File: config.mk
export PLATFORM = sky130hd
export DESIGN_NAME = maxpool2x2_stream
export DESIGN_NICKNAME = d
export VERILOG_FILES = /design/src/rtl/maxpool2x2_stream.sv
export SDC_FILE = /design/constraint.sdc
export NUM_CORES = 1
export LEC_CHECK = 0
export BUFFER_PORTS_ARGS = -buffer_cell sky130_fd_sc_hd__clkbuf_2
export CORE_AREA = 3 3 166 168
export DETAILED_ROUTE_END_ITERATION = 10
export DIE_AREA = 0 0 169 171
export PLACE_DENSITY_LB_ADDON = 0.2
export SYNTH_ARGS = -nofsm -noshare
export SYNTH_HDL_FRONTEND = slang
export SYNTH_SLANG_ARGS = --single-unit
File: constraint.sdc
create_clock -name clk -period 6.2 [get_ports clk]
set_input_delay 1.24 -clock clk [delete_from_list [all_inputs] [get_ports clk]]
set_output_delay 1.24 -clock clk [all_outputs]
set_load 0.01 [all_outputs]
File: src/rtl/maxpool2x2_stream.sv
// rtl/maxpool2x2_stream.sv - streaming 2x2 stride-2 max-pool over sign-magnitude pixels
module maxpool2x2_stream #(
    parameter int N = 32,
    parameter int Q = 16,
    parameter int W = 8,
    parameter int H = 8
) (
    input  logic         clk,
    input  logic         rst_n,
    input  logic         in_valid,
    output logic         in_ready,
    input  logic [N-1:0] in_data,
    output logic         out_valid,
    input  logic         out_ready,
    output logic [N-1:0] out_data,
    output logic         out_last
);

    localparam int CW = (W > 1) ? $clog2(W) : 1;
    localparam int RW = (H > 1) ? $clog2(H) : 1;
    localparam int LW = ((W / 2) > 1) ? $clog2(W / 2) : 1;

    // Frame geometry must tile exactly into 2x2 windows; Q must fit inside the word.
    if ((W < 2) || (W % 2 != 0) || (H < 2) || (H % 2 != 0) || (Q < 0) || (Q >= N)) begin : g_bad_params
        $error("maxpool2x2_stream: illegal parameter set");
    end

    // Sign-magnitude max: non-negative beats negative (+0 beats -0),
    // larger magnitude wins among positives, smaller among negatives.
    function automatic logic [N-1:0] sm_max(input logic [N-1:0] a, input logic [N-1:0] b);
        logic [N-1:0] r;
        if (a[N-1] != b[N-1]) begin
            r = a[N-1] ? b : a;
        end else if (!a[N-1]) begin
            r = (a[N-2:0] >= b[N-2:0]) ? a : b;
        end else begin
            r = (a[N-2:0] <= b[N-2:0]) ? a : b;
        end
        return r;
    endfunction

    logic [CW-1:0] col_q, col_d;
    logic [RW-1:0] row_q, row_d;
    logic [N-1:0]  hreg_q, hreg_d;
    logic          out_valid_q, out_valid_d;
    logic [N-1:0]  out_data_q, out_data_d;
    logic          out_last_q, out_last_d;

    logic [N-1:0]  lbuf_q [0:W/2-1];
    logic          lbuf_we;
    logic [LW-1:0] lbuf_idx;
    logic [N-1:0]  hmax;
    logic          accept;
    logic          col_end;
    logic          row_end;

    assign in_ready  = !out_valid_q || out_ready;
    assign out_valid = out_valid_q;
    assign out_data  = out_data_q;
    assign out_last  = out_last_q;

    // Next-state: raster counters, horizontal pair max, line buffer write and result load.
    always_comb begin
        accept      = in_valid && in_ready;
        col_end     = (col_q == CW'(W - 1));
        row_end     = (row_q == RW'(H - 1));
        lbuf_idx    = LW'(col_q >> 1);
        hmax        = sm_max(hreg_q, in_data);
        lbuf_we     = 1'b0;
        col_d       = col_q;
        row_d       = row_q;
        hreg_d      = hreg_q;
        out_valid_d = out_valid_q && !out_ready;
        out_data_d  = out_data_q;
        out_last_d  = out_last_q;
        if (accept) begin
            if (!col_q[0]) begin
                hreg_d = in_data;
            end else if (!row_q[0]) begin
                lbuf_we = 1'b1;
            end else begin
                out_valid_d = 1'b1;
                out_data_d  = sm_max(hmax, lbuf_q[lbuf_idx]);
                out_last_d  = row_end && col_end;
            end
            if (col_end) begin
                col_d = '0;
                row_d = row_end ? '0 : row_q + 1'b1;
            end else begin
                col_d = col_q + 1'b1;
            end
        end
    end

    // Control and output registers; reset drops any partial frame and pending result.
    always_ff @(posedge clk or negedge rst_n) begin
        if (!rst_n) begin
            col_q       <= '0;
            row_q       <= '0;
            hreg_q      <= '0;
            out_valid_q <= 1'b0;
            out_data_q  <= '0;
            out_last_q  <= 1'b0;
        end else begin
            col_q       <= col_d;
            row_q       <= row_d;
            hreg_q      <= hreg_d;
            out_valid_q <= out_valid_d;
            out_data_q  <= out_data_d;
            out_last_q  <= out_last_d;
        end
    end

    // Line buffer of top-row pair maxima; always written before read, so no reset.
    always_ff @(posedge clk) begin
        if (lbuf_we) begin
            lbuf_q[lbuf_idx] <= hmax;
        end
    end

endmodule

==> metrics.txt <==
worst-path fanout max 32; Gate power share 0.479; Synth top cells by count 128 x edfxtp_1, 107 x nand2_1, 75 x o21ai_0; DR vias around 6,600; status complete, no violations; Net Sw Power approximately 2.6 mW; CTS Sinks 200; Syn-to-layout area delta 15.07%; critical path launch point type primary input; Crit path arrival time between 5000 and 6000 ps; Max Fclk 0.1782 GHz; max_cap viols 0; hpwl dp approximately 16,000 um; Core Area ~26,000 um2; initial detailed-routing violation count ~370; count of cell types in the netlist 50; CP Data Required Time 6470 ps; largest net degree at the start of global routing 67; Clk Latency, worst-skew pair about 420 ps; top area cells in the synthesized netlist edfxtp_1 39%, dfrtp_1 18%, ha_1 8.6%, mux2_2 4.2%, nand2_1 4.1%; Internal 3.724 mW; Final Setup Violations 0; # port buffers 70; antenna diode count 0; CTS tree done; critical path endpoint category flip-flop; Routed Antenna Nets 0; post-synth top area share 0.3877; routed len/inst 18.66 um; number of global-route vias before repair 6,550; CTS root buf clkbuf_16; post_cts resized 0; total grt overflow 0; Die Area 28,900 um2; clock buffer depth 2; DR pass1 iterations 4; Switching Fraction 0.4082; number of synthesized register bits 200; total power roughly 6.3 mW; row count just under 60; share of layout cells above drive strength 1 0.2075; cells after synthesis 835; antenna violations before repair 0; Fin. Hold Viols 0; cell taking the most area after synthesis edfxtp_1; ys async rst share 0.3600; top_reg_cell synth edfxtp_1; HP Class reg2reg; post-layout min period 5611 ps; final critical-path share of the clock period 0.9049; first-pass GRT wire length approximately 37,000 um; Total Neg Setup Slack 0 ps; count leader, synth edfxtp_1; worst ir drop on vdd between 200 and 300 uV; Residual DRC 0; Initial Util 0.3804; Die Span Y between 150 and 200 um; Power per Cell Area 551.7 nW/um2; RD Place Congestion about 0.8; post-CTS setup repair buffer count 0; Layout Nets 1,021; Slew Viols, Final 0; sequential fraction of the synthesis area 0.5695; Clock Power Share 0.169; Flop pwr share 0.352; post-synth net total ~940; H-tree Lvls 4; hold-fix buffer count after cts 0; Reg clk slew, reported paths about 70 ps; Pleak 4.778 nW; unrepaired setup endpoints after global routing no; CP Class in2reg; Post-synth EDFFs 128; worst slew pin tran between 1000 and 1500 ps; synth warn 0; IO Count 71; Post-Syn Area about 9900 um2; Mean Syn Cell Area 11.87 um2; relative slew slack 0.2785; Setup Skew approximately 11 ps; Total GRT Usage 0.1671; vias per cell 5.256; TritonCTS Buffers 17; DIE WIDTH approximately 170 um; DRT Wirelength around 24,000 um
==> per-layer routing <==
layer / GRT usage / wire, um / vias up
met5: 0 / 0 / -
met4: 0.03282 / 165 / 0
met3: 0.03073 / 814 / 13
met2: 0.2612 / 10540 / 115
met1: 0.2462 / 12090 / 3238
li1: - / - / 3283
==> through the flow <==
| stage | setup WS [ps] | util | hold slack, ps | instance area [um2] | std cells |
|---|---|---|---|---|---|
| global route | 224.5 | 0.4377 | 524.6 | 11410 | 1265 |
| finish | 589.4 | 0.4377 | 477.5 | 11410 | 1265 |
| global placement | 188.7 | 0.4164 | 450.0 | 10850 | 1233 |
| floorplan | 555.4 | - | 469.8 | 9913 | 835 |
| CTS | 569.1 | 0.4377 | 480.0 | 11410 | 1265 |
| detailed placement | 134.4 | 0.4164 | 464.5 | 10850 | 1233 |
==> power groups by stage <==
stage / sequential, mW / combinational (mW) / clock (mW)
finish: 2.21 / 3.01 / 1.06
CTS: 2.22 / 3.05 / 1.09
global route: 2.26 / 3.37 / 1.14
detailed placement: 2.25 / 3.04 / 0
floorplan: 2.17 / 1.96 / 0
global placement: 2.25 / 2.99 / 0
==> cell families after synthesis <==
group	synth area share
adders and majority gates	0.08583
and+or+nand+nor	0.09681
AOI/OAI and AO/OA	0.1224
muxes	0.09138
DFF	0.5695
buffers and inverters	0.03408
==> critical path, stage by stage <==
cell and delay, ps:
clkbuf_2 110, inv_1 50, ha_1 320, nand4_1 200, nor4_1 540, nand2_1 240
nand2_1 90, or3_1 110, and2_1 180, buf_12 200, mux2_1 450, ha_1 350
a21o_1 180, a211o_1 290, o221ai_1 160, a31oi_1 140, o211a_1 260, nor2_2 160
buf_12 230, mux2i_1 270, o21ai_0 100
==> state kept, by name (all words and copies together), names as in the netlist <==
register,count
lbuf_q,128
row_q,3
hreg_q,32
out_data,32
out_valid,1
out_last,1
col_q,3
==> placed cells by master, fill, tap and decap left out, types with 25 or more instances in the layout <==
cell type    n
a21oi_1     29
buf_4       35
clkbuf_2    69
dfrtp_1     70
edfxtp_1   128
ha_1        68
inv_1       40
mux2_2      37
mux2i_1     32
nand2_1    107
nand3_1     27
nor3_1      25
o21ai_0     75
==> worst paths after layout <==
check,cells past startpoint,to,startpoint,slack [ps]
worst max-delay path,21,out_data[29],in_data[13],590
worst min-delay path,2,out_last,out_last,480
worst max register to register,18,out_data[29],hreg_q[29],1110
worst min register to register,2,out_last,out_last,480
max in group asynchronous,2,col_q[2],rst_n,4410
min in group asynchronous,1,hreg_q[21],rst_n,750
==> area by class of cell <==
type / count / area [um2]
Clock inverter: 11 / 116.4
Inverter: 40 / 150.1
Tap cell: 335 / 419.2
Clock buffer: 21 / 440.4
Timing Repair Buffer: 107 / 668.1
Multi-Input combinational cell: 551 / 3965
Fill cell: 2449 / 14650
Sequential cell: 200 / 5648
(Power assumes the default switching activity.)
